`src/rtl/mul_sequencer_pkg.sv`:
```
// Shared types for the multiply sequencer: default word width and FSM state encoding.
package mul_sequencer_pkg;

  localparam int WORD_WIDTH = 32;

  typedef enum logic [1:0] {
    MUL_ST_IDLE = 2'd0,
    MUL_ST_RUN  = 2'd1,
    MUL_ST_DONE = 2'd2
  } mul_st_e;

endpackage

```
`src/rtl/mul_sequencer.sv`:
```
// Shift-and-add MUL/MLA sequencer driving the parent's shared adder; low word of Rm*Rs (+Rn) with N/Z.
// Optional data-dependent latency when MUL_SEQ_EARLY_TERM_EN is defined.
module mul_sequencer
  import mul_sequencer_pkg::*;
#(
  parameter int WIDTH = WORD_WIDTH
) (
  input  logic             in_Clk,
  input  logic             in_Rst_n,
  input  logic             in_Start,
  input  logic             in_Accumulate,
  input  logic [WIDTH-1:0] in_Rm,
  input  logic [WIDTH-1:0] in_Rs,
  input  logic [WIDTH-1:0] in_Rn,
  input  logic [WIDTH-1:0] in_AddY,
  output logic             out_AddEn,
  output logic [WIDTH-1:0] out_AddA,
  output logic [WIDTH-1:0] out_AddB,
  output logic             out_AddCarry,
  output logic             out_Busy,
  output logic             out_Done,
  output logic [WIDTH-1:0] out_Result,
  output logic [1:0]       out_NZ
);

  localparam int CNT_W = $clog2(WIDTH);

  mul_st_e          state_q;
  logic [WIDTH-1:0] p_q;
  logic [WIDTH-1:0] d_q;
  logic [WIDTH-1:0] m_q;
  logic [CNT_W-1:0] cnt_q;
  logic [WIDTH-1:0] result_q;
  logic [1:0]       nz_q;

  logic             run;
  logic             last_iter_d;
  logic [WIDTH-1:0] m_shift_d;

  assign run       = (state_q == MUL_ST_RUN);
  assign m_shift_d = m_q >> 1;

`ifdef MUL_SEQ_EARLY_TERM_EN
  assign last_iter_d = (cnt_q == CNT_W'(WIDTH - 1)) || (m_shift_d == '0);
`else
  assign last_iter_d = (cnt_q == CNT_W'(WIDTH - 1));
`endif

  // Adder operands are forced to zero outside RUN so the parent mux sees a quiet bus.
  assign out_AddEn    = run;
  assign out_AddA     = run ? p_q : '0;
  assign out_AddB     = (run && m_q[0]) ? d_q : '0;
  assign out_AddCarry = 1'b0;
  assign out_Busy     = run;
  assign out_Done     = (state_q == MUL_ST_DONE);
  assign out_Result   = result_q;
  assign out_NZ       = nz_q;

  always_ff @(posedge in_Clk) begin
    if (!in_Rst_n) begin
      state_q  <= MUL_ST_IDLE;
      p_q      <= '0;
      d_q      <= '0;
      m_q      <= '0;
      cnt_q    <= '0;
      result_q <= '0;
      nz_q     <= 2'b01;
    end else begin
      case (state_q)
        MUL_ST_IDLE: begin
          if (in_Start) begin
            p_q     <= in_Accumulate ? in_Rn : '0;
            d_q     <= in_Rm;
            m_q     <= in_Rs;
            cnt_q   <= '0;
            state_q <= MUL_ST_RUN;
          end
        end
        MUL_ST_RUN: begin
          p_q   <= in_AddY;
          d_q   <= d_q << 1;
          m_q   <= m_shift_d;
          cnt_q <= cnt_q + CNT_W'(1);
          if (last_iter_d) begin
            result_q <= in_AddY;
            nz_q     <= {in_AddY[WIDTH-1], (in_AddY == '0)};
            state_q  <= MUL_ST_DONE;
          end
        end
        MUL_ST_DONE: state_q <= MUL_ST_IDLE;
        default:     state_q <= MUL_ST_IDLE;
      endcase
    end
  end

endmodule

```
`config.mk`:
```
export PLATFORM = sky130hd
export DESIGN_NAME = mul_sequencer
export DESIGN_NICKNAME = d
export VERILOG_FILES = /design/src/rtl/mul_sequencer_pkg.sv /design/src/rtl/mul_sequencer.sv
export SDC_FILE = /design/constraint.sdc
export NUM_CORES = 1
export LEC_CHECK = 0
export ABC_AREA = 1
export ABC_CLOCK_PERIOD_IN_PS = 1500
export BUFFER_PORTS_ARGS = -buffer_cell sky130_fd_sc_hd__buf_2
export CAP_MARGIN = 20
export CORE_UTILIZATION = 46
export CTS_BUF_LIST = sky130_fd_sc_hd__clkbuf_2 sky130_fd_sc_hd__clkbuf_4 sky130_fd_sc_hd__clkbuf_8
export DETAILED_ROUTE_END_ITERATION = 16
export HOLD_SLACK_MARGIN = 0.03
export PLACE_DENSITY_LB_ADDON = 0.2
export SYNTH_ARGS = -nofsm -noshare
export SYNTH_HDL_FRONTEND = slang
export SYNTH_SLANG_ARGS = --single-unit
```
`constraint.sdc`:
```
create_clock -name in_Clk -period 1.5 [get_ports in_Clk]
set_input_delay 0.225 -clock in_Clk [delete_from_list [all_inputs] [get_ports in_Clk]]
set_output_delay 0.225 -clock in_Clk [all_outputs]
set_load 0.005 [all_outputs]
```
Word level (Yosys, flattened, before mapping)
Cells that the tools add are included.

operators by class
  add/sub/neg operators = 1
  eq/ne operators = 5
  muxes and demuxes = 14
  reduce and logical (&&, ||, !) cells = 7

operator list
  cell                   count
  $mux W32               6
  $pmux W32 S2           3
  $logic_not A32 Y1      1
  $pmux W5 S2            1
  $reduce_and A2 Y1      3
  $add A5 B1 Y5 const B  1
  $eq A5 B5 Y1 const B   1
  $mux W5                1
  $mux W2                2
  $pmux W2 S2            1
  $eq A2 B1 Y1 const B   1
  $eq A2 B2 Y1 const B   1
  $logic_not A2 Y1       1
  $ne A2 B1 Y1 const B   1
  $ne A2 B2 Y1 const B   1
  $reduce_bool A2 Y1     1
  $logic_and A1 B1 Y1    1

storage, ports and cells
  flip-flop bits (word level) = 137
  input port bits = 132
  output and inout bits = 102
  word-level logic and storage cells = 34

Longest topological paths before layout
  depth after elaboration = 3
  depth in mapped cells = 10
  mapped depth without buffers = 10

Least setup slack after synthesis
No wires, ideal clock.

  kind = reg-to-reg
  start = reg cnt_q[0]
  end = reg result_q[23] (netlist: out_Result[23])
  setup time = 0.121 ns
  arrival = 1.448 ns
  data required time = 1.379 ns
  slack = -0.070 ns
  stages on the path, launching flop included = 9
  path buffers = 1
  period minus slack after synthesis = 1.570 ns
  cells stage by stage = dfxtp_1 > ha_1 > inv_1 > nor3_1 > ha_1 > nand3_1 > clkbuf_1 > nand3_1 > o21ai_0

between the ends
  longest elaborated chain between the ends = 2

ends and longest elaborated chain
  item                         line                 source
  start: declaration           mul_sequencer.sv:32  logic [CNT_W-1:0] cnt_q;
  start signal: assignment     mul_sequencer.sv:83  cnt_q <= cnt_q + CNT_W'(1);
  $eq A5 B5 Y1                 mul_sequencer.sv:46  assign last_iter_d = (cnt_q == CNT_W'(WIDTH - 1));
  $reduce_and A2 Y1 (no line)  n/a
  end signal: assignment       mul_sequencer.sv:85  result_q <= in_AddY;
  end: declaration             mul_sequencer.sv:33  logic [WIDTH-1:0] result_q;

Every way passes these cells.
A chain may end at the register's enable or synchronous reset.

Worst setup path after layout
  start = reg state_q[1]
  end = out out_AddB[1]

between the ends
  longest elaborated chain between the ends = 3

ends and longest elaborated chain
  item                      line                 source
  start: declaration        mul_sequencer.sv:28  mul_st_e state_q;
  start signal: assignment  mul_sequencer.sv:61  state_q <= MUL_ST_IDLE;
  start signal: assignment  mul_sequencer.sv:76  state_q <= MUL_ST_RUN;
  start signal: assignment  mul_sequencer.sv:87  state_q <= MUL_ST_DONE;
  $eq A2 B1 Y1              mul_sequencer.sv:40  assign run = (state_q == MUL_ST_RUN);
  $logic_and A1 B1 Y1       mul_sequencer.sv:52  assign out_AddB = (run && m_q[0]) ? d_q : '0;
  $mux W32                  mul_sequencer.sv:52
  end: declaration          mul_sequencer.sv:18  output logic [WIDTH-1:0] out_AddB,

Every way passes these cells.

==> summary.txt <==
Outcome
  – Result of the run: finished with violations
  – Failing checks: setup timing

Logic synthesis
  – Post-synthesis cell count: 964
  – Area fraction of the dominant cell type after synthesis: 0.435
  – Seq/Total Area, Yosys: 0.435
  – Most area-consuming cells after synthesis: dfxtp_1 43%, nand2_1 22%, nand3_1 9.7%
  – Flip-flop and latch count after synthesis: 136
  – Synthesized netlist net count: 1098
  – Total of warnings raised by yosys: 0
  – Average instance area after synthesis: 6.50 um2
  – Synth Cell Area: 0.00626 mm2
  – Synth unique cells: 26
  – Cell accounting for the most synthesized area: dfxtp_1

Drt
  – Uppermost metal layer occupied by signal nets: met4
  – Number of DRC violations after detailed-routing iteration 0: 555
  – Number of nets still failing antenna checks after routing: 0
  – Length of the first detailed-routing pass in iterations: 6
  – Via-per-instance ratio: 4.99
  – Total length of routed wires: 22500 um
  – Wire length on met2: 11100 um
  – Met1 WL: 9200 um
  – Wire length on met3: 1600 um
  – Number of design rule violations left after detail routing: 0
  – Routed len/inst: 15.4 um
  – Via count: 7278

Floorplanning
  – Starting density of the core: 0.473
  – Placeable core area: 0.0132 mm2
  – Total number of placement rows: 42
  – Horizontal die dimension: 119 um
  – Total die area: 0.0141 mm2
  – Die Y-Extent: 119 um
  – I/O pin total: 234

Timing
  – Number of setup violations in the final report: 111
  – Time the final worst path needs with I/O delays and setup: 1.73 ns
  – Post-route setup TNS: -11.71 ns
  – Maximum clock frequency: 577 MHz
  – Slack of the critical path: -0.232 ns
  – Pins Over Slew Limit: 0
  – Worst setup skew after layout: 0.00668 ns
  – Post-Route Hold Slack: 0.0586 ns
  – Number of hold violations in the final report: 0
  – Worst Max-Slew Pin Slew: 0.647 ns
  – Max_slew headroom: 0.569
  – Post-route clock period utilization: 1.15
  – RSZ-0062 raised after global routing: true

Worst hold path
  – Min-Delay Startpoint: in_Rm[22]
  – Number of cells traversed by the worst hold path: 3
  – Classification of the worst-slack hold path: input port to register
  – Worst min-delay path endpoint: d_q[22]

Place
  – Final HPWL DP: 12000 um
  – Routability cong.: 0.811
  – Number of input and output port buffers inserted: 232

Final layout
  – # diodes: 0
  – Area of the multi-input gates: 0.00325 mm2
  – Seq. cell area: 0.00273 mm2
  – Area Overhead vs Synth: 56.9%
  – Filler instances: 1020
  – Fraction of final layout cells sized beyond drive strength 1: 0.343
  – Final nets: 1405

Setup path
  – Worst-path fanout max: 8
  – Category of the most critical setup path: register to primary output
  – Flop-to-flop setup slack: -0.10 ns
  – R2R Path End: out_Result[19]
  – Critical path, cell by cell: inv_4, nand2_8, clkinv_8, buf_12, nand2_1, nor2_1, buf_2
  – Startpoint of the worst-slack reg-to-reg timing path: cnt_q[1]
  – Type of origin of the critical path: register
  – Arr. time, crit path: 1.51 ns
  – Crit path buffers/inverters: 4
  – Worst-path cell with the longest stage delay: dfxtp_2
  – Critical Path Max Stage Delay: 0.33 ns
  – Required time reported for the critical path endpoint: 1.27 ns
  – Delay-heaviest family, CP: buffers and inverters
  – Reg2reg path depth: 8
  – Critical path capture point type: primary output

Clock tree
  – Root Driver: clkbuf_8
  – Number of clock sinks: 136
  – Clock tree from TritonCTS: built
  – CTS clock-pin slew for the worst setup and hold paths: 0.07 ns
  – Clock latency on the worst-skew pair: 0.44 ns
  – Cts bufs inserted: 17
  – Worst-case clock buffer depth: 2
  – H-tree depth: 4

Power and ir drop
  – Power per standard cell area: 866 mW/mm2
  – Leakage dissipation: 0.00502 uW
  – Worst IR drop on VDD: 567 uV

Global routing
  – Wire length of the first global-routing pass: 30600 um
  – Vias in the first global route: 6380
  – Total congestion overflow after global routing: 0
  – Initial antenna violation count: 0
  – GRT Util Overall: 0.272
  – Largest net degree at the start of global routing: 75

Flow run
  – Max Cap Viol: 0
## layer usage
layer | vias up | GRT usage
met1 | 3284 | 0.336
met4 | 0 | 0.109
met2 | 335 | 0.460
li1 | 3600 | -
met3 | 59 | 0.0569
met5 | - | 0
## registers in the layout (all words and copies together) (netlist names)
register and flops:
cnt_q 5, out_NZ 1, d_q 32, p_q 32, state_q 2, out_Result 32
m_q 32
## what timing repair did
item                                    CTS  global route
endpoints found under the hold margin    47             0
pin swaps                                 2            47
endpoints found under the setup margin   99           165
gates cloned                              4            20
buffers inserted                         11            12
hold buffers                             47             0
gates resized for setup                  27           137
## logic make-up after synthesis
| logic type | Yosys count | share of synthesized area |
|---|---|---|
| flip-flops | 136 | 0.435 |
| adder cells (fa/ha/maj) | 2 | 0.00400 |
| AND/OR/NAND/NOR | 584 | 0.380 |
| buffers and inverters | 178 | 0.120 |
| other | 1 | 0.000599 |
| AO/OA/AOI/OAI | 63 | 0.0605 |
## area by class of cell
class	instances	share of cell area
multi-input cells	650	0.331
repair buffers	350	0.283
clock buffers	21	0.0281
well taps	176	0.0224
clock inverters	10	0.0104
flip-flops and latches	136	0.278
inverters	116	0.0471
## synthesized netlist by cell type
master,instances
clkinv_2,1
clkbuf_1,19
o21ai_1,1
nand2_4,1
buf_2,25
nand3_2,1
nand3_1,121
nor2_4,1
dfxtp_1,136
buf_1,7
a21oi_1,10
a31oi_1,33
o21ai_0,10
inv_1,112
nand4_1,2
inv_2,3
o21a_1,1
nand2_2,2
buf_6,3
buf_4,8
nor3_1,3
nor2_1,85
conb_1,1
nand2_1,368
o211ai_1,8
ha_1,2
## layout by cell type (no fill, tap or decap), types with 4 or more instances in the layout
| master | instances |
|---|---|
| inv_1 | 111 |
| nand3_2 | 31 |
| buf_12 | 16 |
| clkbuf_8 | 19 |
| nor2_4 | 8 |
| nand3_1 | 89 |
| o21ai_1 | 6 |
| nor2_2 | 21 |
| o21ai_0 | 4 |
| dfxtp_2 | 5 |
| buf_2 | 227 |
| nor2_1 | 57 |
| nand2_2 | 14 |
| a21oi_1 | 9 |
| a31oi_1 | 33 |
| clkinv_2 | 7 |
| buf_6 | 9 |
| buf_4 | 27 |
| clkbuf_16 | 15 |
| dlygate4sd3_1 | 47 |
| dfxtp_1 | 131 |
| nand2_1 | 343 |
| nand2_4 | 13 |
| buf_8 | 6 |
| o211ai_1 | 8 |
## how the worst max path moves through the flow
stage	startpoint	end	cells past startpoint
floorplan	cnt_q[0]	out_Result[23]	8
global placement	cnt_q[0]	out_Result[23]	8
detailed placement	cnt_q[0]	out_Result[24]	8
CTS	state_q[1]	out_AddB[15]	7
global route	state_q[1]	out_AddB[1]	7
finish	state_q[1]	out_AddB[1]	7
## stage by stage
stage | setup slack (ns) | instance area (um2) | instances | util | power [uW]
floorplan | 0.0198 | 6280 | 964 | - | 4610
global placement | 0.00731 | 7680 | 1337 | 0.580 | 5050
detailed placement | -0.0464 | 7680 | 1337 | 0.580 | 5060
CTS | -0.218 | 8820 | 1430 | 0.666 | 8200
global route | -0.293 | 9830 | 1459 | 0.742 | 8870
finish | -0.232 | 9830 | 1459 | 0.742 | 8510
## worst reg2reg max path: stages, from the launching register on
cell and delay (ns):
dfxtp_2 0.37, ha_4 0.16, inv_4 0.04, nor3_4 0.19, ha_4 0.20, nand3_4 0.19
clkbuf_16 0.23, nand3_2 0.06, nand2_1 0.06
## report_power, final
group	internal (uW)	leakage [uW]	switching, uW
logic	799	0.00370	880
clock network	1570	0.000202	1370
registers	3790	0.00111	108
(Power assumes the default switching activity.)
